## config.mk

```make
export PLATFORM = sky130hd
export DESIGN_NAME = uart_rx
export DESIGN_NICKNAME = d
export VERILOG_FILES = /design/src/rtl/uart_rx.sv
export SDC_FILE = /design/constraint.sdc
export NUM_CORES = 1
export LEC_CHECK = 0
export CORE_UTILIZATION = 50
export CTS_CLUSTER_SIZE = 25
export DETAILED_ROUTE_END_ITERATION = 10
export HOLD_SLACK_MARGIN = 0.05
export PLACE_DENSITY = 0.7
export SKIP_CTS_REPAIR_TIMING = 1
export SLEW_MARGIN = 10
export SYNTH_ARGS = -nofsm -noshare
export SYNTH_HDL_FRONTEND = slang
export SYNTH_SLANG_ARGS = --single-unit
```

## constraint.sdc

```tcl
create_clock -name clk -period 2.86 [get_ports clk]
set_input_delay 0.429 -clock clk [delete_from_list [all_inputs] [get_ports clk]]
set_output_delay 0.429 -clock clk [all_outputs]
set_load 0.05 [all_outputs]
```

## src/rtl/uart_rx.sv

```systemverilog
// -----------------------------------------------------------------------------
// uart_rx -- 8N1 serial receiver with mid-bit sampling and valid/ready output.
//
// A falling edge on the synchronized line starts a frame. The start bit is
// confirmed at mid-bit, DATA_WIDTH payload bits are sampled LSB first one bit
// period apart, and the stop bit is checked at its own mid-point. A good frame
// is handed to the host through a one-word output register that holds its
// contents until the host accepts them.
//
// Optional feature (compile-time macro UART_RX_MAJORITY_EN):
//   defined   -- each sample point takes a 2-of-3 majority of rx_s over the
//                last three cycles, rejecting single-cycle line glitches.
//   undefined -- each sample point uses rx_s at the single cycle clk_cnt==0.
//
// Ports:
//   clk             system clock, the only clock
//   rstn            asynchronous active-low reset
//   rx_sig          serial line, idle high, asynchronous to clk
//   data_to_host    received payload word
//   valid_to_host   data_to_host holds an unconsumed word
//   ready_from_host host takes the word when valid_to_host && ready_from_host
//   frame_err       one-cycle pulse: stop bit sampled low
//   overrun_err     one-cycle pulse: a completed word was dropped
// -----------------------------------------------------------------------------
module uart_rx #(
  parameter int DATA_WIDTH = 8,
  parameter int BAUD_RATE  = 115200,
  parameter int CLK_FREQ   = 100_000_000
) (
  input  logic                  clk,
  input  logic                  rstn,
  input  logic                  rx_sig,
  output logic [DATA_WIDTH-1:0] data_to_host,
  output logic                  valid_to_host,
  input  logic                  ready_from_host,
  output logic                  frame_err,
  output logic                  overrun_err
);

  localparam int PULSE_WIDTH      = CLK_FREQ / BAUD_RATE;
  localparam int HALF_PULSE_WIDTH = PULSE_WIDTH / 2;
  localparam int CNT_W            = $clog2(PULSE_WIDTH) + 1;
  localparam int BIT_W            = $clog2(DATA_WIDTH) + 1;

  localparam logic [CNT_W-1:0] PULSE_M1 = CNT_W'(PULSE_WIDTH - 1);
  localparam logic [CNT_W-1:0] HALF_M1  = CNT_W'(HALF_PULSE_WIDTH - 1);
  localparam logic [CNT_W-1:0] CNT_ONE  = CNT_W'(1);
  localparam logic [BIT_W-1:0] BIT_LAST = BIT_W'(DATA_WIDTH - 1);
  localparam logic [BIT_W-1:0] BIT_ONE  = BIT_W'(1);

  localparam logic [2:0] IDLE  = 3'd0;
  localparam logic [2:0] START = 3'd1;
  localparam logic [2:0] DATA  = 3'd2;
  localparam logic [2:0] STOP  = 3'd3;
  localparam logic [2:0] BREAK = 3'd4;

  // ---------------------------------------------------------------------------
  // Two-flop synchronizer; both flops reset to the idle (high) line level so a
  // reset never looks like a start edge.
  // ---------------------------------------------------------------------------
  logic sync1_q;
  logic rx_s_q;
  logic rx_s;

  // NOTE: clocked state is written with <= so every flop samples the values
  // from before the edge; blocking = here would chain the two stages into one.
  always_ff @(posedge clk or negedge rstn) begin
    if (!rstn) begin
      sync1_q <= 1'b1;
      rx_s_q  <= 1'b1;
    end else begin
      sync1_q <= rx_sig;
      rx_s_q  <= sync1_q;
    end
  end

  assign rx_s = rx_s_q;

  // ---------------------------------------------------------------------------
  // Sample value used at every sample point.
  // ---------------------------------------------------------------------------
  logic sample;

`ifdef UART_RX_MAJORITY_EN
  // hist_q[0] is rx_s at the count==1 cycle, hist_q[1] the cycle before it,
  // so at count==0 the three votes straddle the nominal mid-bit point.
  logic [1:0] hist_q;

  always_ff @(posedge clk or negedge rstn) begin
    if (!rstn) hist_q <= 2'b11;
    else       hist_q <= {hist_q[0], rx_s};
  end

  assign sample = (hist_q[1] & hist_q[0]) | (hist_q[1] & rx_s) | (hist_q[0] & rx_s);
`else
  assign sample = rx_s;
`endif

  // ---------------------------------------------------------------------------
  // Frame FSM
  // ---------------------------------------------------------------------------
  logic [2:0]            state_q,   state_d;
  logic [CNT_W-1:0]      clk_cnt_q, clk_cnt_d;
  logic [BIT_W-1:0]      bit_cnt_q, bit_cnt_d;
  logic [DATA_WIDTH-1:0] shift_q,   shift_d;
  logic                  deliver;
  logic                  stop_fail;
  logic                  cnt_zero;

  assign cnt_zero = (clk_cnt_q == '0);

  // NOTE: every signal assigned below gets a default first, so no path through
  // the case leaves one unassigned and no latch is inferred.
  always_comb begin
    state_d   = state_q;
    clk_cnt_d = clk_cnt_q;
    bit_cnt_d = bit_cnt_q;
    shift_d   = shift_q;
    deliver   = 1'b0;
    stop_fail = 1'b0;

    case (state_q)
      IDLE: begin
        if (!rx_s) begin
          clk_cnt_d = HALF_M1;
          state_d   = START;
        end
      end

      START: begin
        if (cnt_zero) begin
          if (!sample) begin
            bit_cnt_d = '0;
            clk_cnt_d = PULSE_M1;
            state_d   = DATA;
          end else begin
            // Line went back high before mid-start-bit: a glitch, not a frame.
            state_d = IDLE;
          end
        end else begin
          clk_cnt_d = clk_cnt_q - CNT_ONE;
        end
      end

      DATA: begin
        if (cnt_zero) begin
          // LSB arrives first, so shifting in from the top leaves it in bit 0.
          shift_d   = {sample, shift_q[DATA_WIDTH-1:1]};
          clk_cnt_d = PULSE_M1;
          bit_cnt_d = bit_cnt_q + BIT_ONE;
          if (bit_cnt_q == BIT_LAST) state_d = STOP;
        end else begin
          clk_cnt_d = clk_cnt_q - CNT_ONE;
        end
      end

      STOP: begin
        if (cnt_zero) begin
          // Leaving at mid-stop-bit leaves half a bit to catch a back-to-back
          // start edge.
          if (sample) begin
            deliver = 1'b1;
            state_d = IDLE;
          end else begin
            stop_fail = 1'b1;
            state_d   = BREAK;
          end
        end else begin
          clk_cnt_d = clk_cnt_q - CNT_ONE;
        end
      end

      BREAK: begin
        // A held-low line stays here, so it raises frame_err only once.
        if (rx_s) state_d = IDLE;
      end

      default: state_d = IDLE;
    endcase
  end

  always_ff @(posedge clk or negedge rstn) begin
    if (!rstn) begin
      state_q   <= IDLE;
      clk_cnt_q <= '0;
      bit_cnt_q <= '0;
      shift_q   <= '0;
    end else begin
      state_q   <= state_d;
      clk_cnt_q <= clk_cnt_d;
      bit_cnt_q <= bit_cnt_d;
      shift_q   <= shift_d;
    end
  end

  // ---------------------------------------------------------------------------
  // Output register and host handshake
  // ---------------------------------------------------------------------------
  logic [DATA_WIDTH-1:0] data_q,        data_d;
  logic                  valid_q,       valid_d;
  logic                  frame_err_q,   frame_err_d;
  logic                  overrun_err_q, overrun_err_d;
  logic                  handshake;

  assign handshake = valid_q & ready_from_host;

  always_comb begin
    data_d        = data_q;
    valid_d       = valid_q;
    frame_err_d   = stop_fail;
    overrun_err_d = 1'b0;

    if (deliver) begin
      if (valid_q && !ready_from_host) begin
        // Host still owns the old word: keep it and drop the new one.
        overrun_err_d = 1'b1;
      end else begin
        // Either empty or the old word leaves this cycle; valid stays high.
        data_d  = shift_q;
        valid_d = 1'b1;
      end
    end else if (handshake) begin
      valid_d = 1'b0;
    end
  end

  always_ff @(posedge clk or negedge rstn) begin
    if (!rstn) begin
      data_q        <= '0;
      valid_q       <= 1'b0;
      frame_err_q   <= 1'b0;
      overrun_err_q <= 1'b0;
    end else begin
      data_q        <= data_d;
      valid_q       <= valid_d;
      frame_err_q   <= frame_err_d;
      overrun_err_q <= overrun_err_d;
    end
  end

  assign data_to_host  = data_q;
  assign valid_to_host = valid_q;
  assign frame_err     = frame_err_q;
  assign overrun_err   = overrun_err_q;

endmodule

```

==> results by group, run 1 <==
CTS
  • Inserted Clock Buffers: 5
  • Clock buffer depth: 2
  • Clk root buf: clkbuf_8
  • CTS Sinks: 39
  • TritonCTS clock tree: yes
  • H-tree Lvls: 2
  • Clock transition at path regs: 0.08 ns
  • Clk_lat worst skew: 0.29 ns

Floorplanning
  • Die width: 63.9 um
  • Die area: 4080 um2
  • Initial core utilization: 52.3%
  • Core area: 3660 um2
  • Num ports: 15
  • Die Height: 63.9 um
  • Row count: 22

Timing
  • Clock Skew: 0.00644 ns
  • Rel. slew slack: 44.7%
  • Max Clock Freq: 421 MHz
  • Endpoints failing hold: 0
  • Period minus WS final: 2.37 ns
  • Final setup vio count: 0
  • RSZ-0062 raised after global routing: no
  • Worst-Margin Slew: 0.830 ns
  • Final Max Slew Viols: 0
  • Setup TNS: 0 ns
  • Tcrit/Tclk final: 83.0%

GRT
  • Grt total ovfl: 0
  • Vias in the first global route: 1352
  • Initial antenna violation count: 0
  • Largest net degree at the start of global routing: 40
  • Tot GR Track Use: 19.8%
  • First-pass GRT wire length: 6270 um

Logic synthesis
  • Yosys reg bits: 39
  • Leading area contributor after synthesis: dfrtp_1
  • Syn Std Cell Area: 1910 um2
  • Distinct cell type count after synthesis: 55
  • Mean Syn Cell Area: 11.3 um2
  • FFs w/ async S/R, synth: 100%
  • Cells after Synth: 169
  • YS warnings: 0
  • Post-synth EDFFs: 0
  • Seq/Total Area, Yosys: 51.1%
  • Syn nets: 176
  • Post-synth top area share: 48.4%
  • Synth area leaders: dfrtp_1, mux2_2, o21ai_0
  • Ys flop type: dfrtp_1

Detailed routing
  • DR vias: 1353
  • Final wirelength: 3440 um
  • DRT iter0 DRCs: 62
  • DRC Markers: 0
  • Antenna viol nets, final: 0
  • Initial DRT Pass Iterations: 6
  • Vias/cell: 5.78
  • WL per Instance: 14.7 um

Placement
  • # port buffers: 14
  • GPL Wtd Cong: 0.874
  • Post-DP HPWL: 2450 um

Setup path
  • CP startpoint: clk_cnt_q[0]
  • CP cell instances: inv_1, ha_1, nor4b_1, nand3_2, nor3b_4, mux2_2
  • Worst-path fanout max: 8
  • Worst EP required: 3.04 ns
  • Reg2reg setup slack: 0.49 ns
  • Critical path type: reg -> reg
  • Setup crit end kind: register
  • CP arrival: 2.55 ns
  • Slowest cell on the critical path: nor3b_4
  • Crit path launch type: register
  • Largest stage delay, worst path: 0.49 ns
  • RR Startpoint: clk_cnt_q[0]

Final layout
  • Final core occ: 59.3%
  • Share of cells above drive strength 1: 22.0%
  • Final nets: 192
  • Area Growth Syn to Fin: 13.4%
  • Most frequent cells in the layout: dfrtp_1, mux2_2, nor2_1, clkdlybuf4s50_1, o21ai_0
  • Diodes inserted: 0
  • Commonest non-fill, non-tap cell in the layout: dfrtp_1

Worst hold path
  • Hold crit path type: in -> async

Flow run
  • Max Cap Viol: 0

Power and ir drop
  • Worst VDD drop: 296 uV
  • PwrDens: 437 nW/um2
  • Static leakage: 0.000956 uW
  • Total power: 948 uW

Outcome
  • Status: complete, no violations
[where the power goes]
| group | switching, uW | total, uW | internal (uW) |
|---|---|---|---|
| Combinational | 12.5 | 16.3 | 3.82 |
| Sequential | 1.34 | 555 | 553 |
| Clock | 203 | 377 | 174 |
[worst max-delay path: cells and delay by family, from the launching register on]
family | cells | cell delay, ns
fa+ha+maj | 1 | 0.17
buf+inv | 1 | 0.14
flops | 1 | 0.40
mux | 1 | 0.39
simple gates | 3 | 1.16
[metal layers]
metal,wire [um],global-route usage [%],vias up,share of wire [%]
li1,-,-,653,-
met2,1610,31.8,26,47
met1,1660,26.1,668,48
met4,45,6.25,0,1.3
met3,125,5.18,6,3.6
met5,0,0,-,0
[synthesized netlist by cell type (all sizes together) (3+ instances only)]
cell,count
dfrtp,37
ha,3
mux2,16
o31ai,5
a31oi,4
nand2,9
o21ai,13
nand3,4
or2,4
inv,4
buf,4
nor2,14
a21oi,5
nor3,7
[kinds of logic (layout without fill, tap and decap cells)]
logic type,after synthesis,in the layout,share of synthesized area [%]
AO/OA/AOI/OAI,44,44,16.8
adder cells (fa/ha/maj),3,3,1.96
buffers and inverters,9,26,2.48
flip-flops,39,39,51.1
multiplexers,17,17,9.94
AND/OR/NAND/NOR,57,57,17.7
[worst paths after layout]
path | to | cells past startpoint
min in group clk | rx_s | 0
worst max-delay path | data_to_host[0] | 6
worst max register to register | data_to_host[0] | 6
worst min-delay path | clk_cnt_q[10] | 1
max in group asynchronous | clk_cnt_q[4] | 1
worst min register to register | rx_s | 0
[stage by stage]
step | std cells | setup WS, ns | cell area (um2) | hold WS [ns]
3_3_place_gp | 226 | 0.575 | 2080 | 0.350
6_report | 234 | 0.487 | 2170 | 0.228
5_1_grt | 234 | 0.247 | 2170 | 0.302
3_5_place_dp | 226 | 0.510 | 2080 | 0.348
2_1_floorplan | 169 | 0.774 | 1910 | 0.133
4_1_cts | 234 | 0.499 | 2170 | 0.261
[area by class of cell]
type                            instances  area, um2
Fill cell                             312       1490
Sequential cell                        39        978
Multi-Input combinational cell        121        887
Timing Repair Buffer                   14        135
Clock buffer                            5       68.8
Tap cell                               48       60.1
Clock inverter                          3       25.0
Inverter                                4       15.0
[sequential cells by signal (all words and copies together), names as in the netlist]
name	flops
frame_err	1
rx_s	1
sync1_q	1
shift_q	8
overrun_err	1
bit_cnt_q	4
valid_to_host	1
data_to_host	8
state_q	3
clk_cnt_q	11
Note: power is estimated with default switching activity, not from simulation.
==> inputs of run 2 (changes only) <==
clock period = 2.4 ns   (was 2.86 ns; I/O delays follow)
==> run 2 against run 1 <==
Die area is the same. Total power grew 39%. Critical path depth shrank 2. Clock skew grew 0.0030 ns. Via count grew 4.7%. Non-clock buffer count grew 4. Utilization grew 2.4 points. Clock power grew 69%. Worst hold slack lost 0.061 ns. Critical path type unchanged. Critical endpoint is now shift_q[0]. Largest cell class unchanged.
==> results by group, run 2 (same netlist as run 1, synthesis figures left out) <==
Power and ir drop
  • Clk pwr share: 48.4%
  • Comb pwr share: 1.5%
  • Sequential fraction of design power: 50.1%
  • PwrDens: 585 nW/um2
  • Switching share of total power: 18.2%
  • Static leakage: 0.00100 uW
  • Switching pwr: 240 uW
  • Total power: 1320 uW
  • Internal Pwr Total: 1080 uW
  • Worst VDD drop: 511 uV

Floorplanning
  • Row count: 22
  • Num ports: 15
  • Die width: 63.9 um
  • Die area: 4080 um2
  • Core area: 3660 um2
  • Die Height: 63.9 um
  • Initial core utilization: 52.3%

Final layout
  • Biggest register: clk_cnt_q
  • Layout Cells excl Fill: 238
  • Area Growth Syn to Fin: 18.0%
  • Final nets: 196
  • Number of flip-flops under the largest register name: 11
  • Commonest non-fill, non-tap cell in the layout: dfrtp_1
  • Share of cells above drive strength 1: 23.7%
  • Diodes inserted: 0
  • Most frequent cells in the layout: dfrtp_1, mux2_2, nor2_1, clkdlybuf4s50_1, o21ai_0

Detailed routing
  • M1 WL: 1660 um
  • WL per Instance: 15.5 um
  • Antenna viol nets, final: 0
  • Vias/cell: 5.95
  • Final wirelength: 3680 um
  • Metal2 WL: 1790 um
  • DRT iter0 DRCs: 84
  • WL met3: 179 um
  • Highest routed metal layer: met4
  • DRC Markers: 0
  • Initial DRT Pass Iterations: 4
  • DR vias: 1416

GRT
  • Grt total ovfl: 0
  • Vias in the first global route: 1348
  • First-pass GRT wire length: 6330 um
  • Tot GR Track Use: 20.3%
  • Initial antenna violation count: 0
  • Largest net degree at the start of global routing: 40

Outcome
  • Status: complete, no violations

Worst hold path
  • Hold crit path type: in -> async

Flow run
  • Max Cap Viol: 0

CTS
  • CTS Sinks: 39
  • Inserted Clock Buffers: 5
  • Clock transition at path regs: 0.08 ns
  • H-tree Lvls: 2
  • TritonCTS clock tree: yes
  • Clk root buf: clkbuf_8
  • Clock buffer depth: 2
  • Clk_lat worst skew: 0.29 ns

Placement
  • # port buffers: 14
  • GPL Wtd Cong: 0.863
  • Post-DP HPWL: 2490 um
  • Placed cells: 229

Timing
  • Clock Skew: 0.00949 ns
  • Worst-Margin Slew: 0.841 ns
  • Final setup vio count: 0
  • Rel. slew slack: 43.9%
  • Tcrit/Tclk final: 95.1%
  • Final hold slack: 0.167 ns
  • RSZ-0062 raised after global routing: no
  • Setup TNS: 0 ns
  • Endpoints failing hold: 0
  • Max Clock Freq: 438 MHz
  • Period minus WS final: 2.28 ns
  • Final Max Slew Viols: 0

Setup path
  • Worst-path fanout max: 10
  • Worst EP required: 2.58 ns
  • Slowest cell on the critical path: nor4_1
  • Setup crit end kind: register
  • Crit path launch type: register
  • Largest delay share family, worst path: simple AND/OR/NAND/NOR gates
  • Largest stage delay, worst path: 0.59 ns
  • CP arrival: 2.46 ns
  • CP cell instances: nor4_1, nand3_2, or2_1, mux2_1
  • CP startpoint: clk_cnt_q[4]
  • Buffers plus inverters on the worst setup path: 0
  • RR Startpoint: clk_cnt_q[4]
  • Critical path type: reg -> reg
==> run 2: through the flow <==
stage / instance area [um2] / util, % / setup slack [ns]
6_report: 2260 / 61.7 / 0.117
5_1_grt: 2260 / 61.7 / 0.00802
4_1_cts: 2230 / 60.9 / 0.0387
3_5_place_dp: 2100 / 57.3 / 0.0774
3_3_place_gp: 2100 / 57.3 / 0.145
2_1_floorplan: 1910 / - / 0.314
==> run 2: final timing paths <==
path / cells past startpoint / endpoint / slack, ns
max: 4 / shift_q[0] / 0.12
min: 1 / clk_cnt_q[10] / 0.17
max reg2reg: 4 / shift_q[0] / 0.12
min reg2reg: 0 / rx_s / 0.36
max in group asynchronous: 1 / shift_q[5] / 1.70
min in group clk: 0 / rx_s / 0.36
==> run 2: power groups by stage <==
| stage | Sequential (uW) | Combinational [uW] | Clock, uW |
|---|---|---|---|
| 2_1_floorplan | 674 | 3.08 | 0 |
| 3_3_place_gp | 674 | 19.9 | 0 |
| 3_5_place_dp | 674 | 20.5 | 0 |
| 4_1_cts | 661 | 20.6 | 655 |
| 5_1_grt | 662 | 22.9 | 674 |
| 6_report | 662 | 19.3 | 639 |
==> run 2: area by class of cell <==
type                       instances  area (um2)
fill                             292        1400
clock buffer                       6        72.6
tap                               48        60.1
sequential                        39         978
clock inverter                     2        60.1
timing repair buffer              18         178
multi-input combinational        121         893
inverter                           4        15.0
==> run 2: metal layers <==
metal  track usage [%]  vias to the layer above
li1                  -                      664
met1              26.8                      702
met2              33.1                       44
met3              5.36                        6
met4              5.11                        0
met5                 0                        -
==> inputs of run 3 (changes only) <==
HOLD_SLACK_MARGIN = unset   (was 0.05)
==> results of run 3 <==
No change in the layout: final DEF, timing and power equal those of run 2.
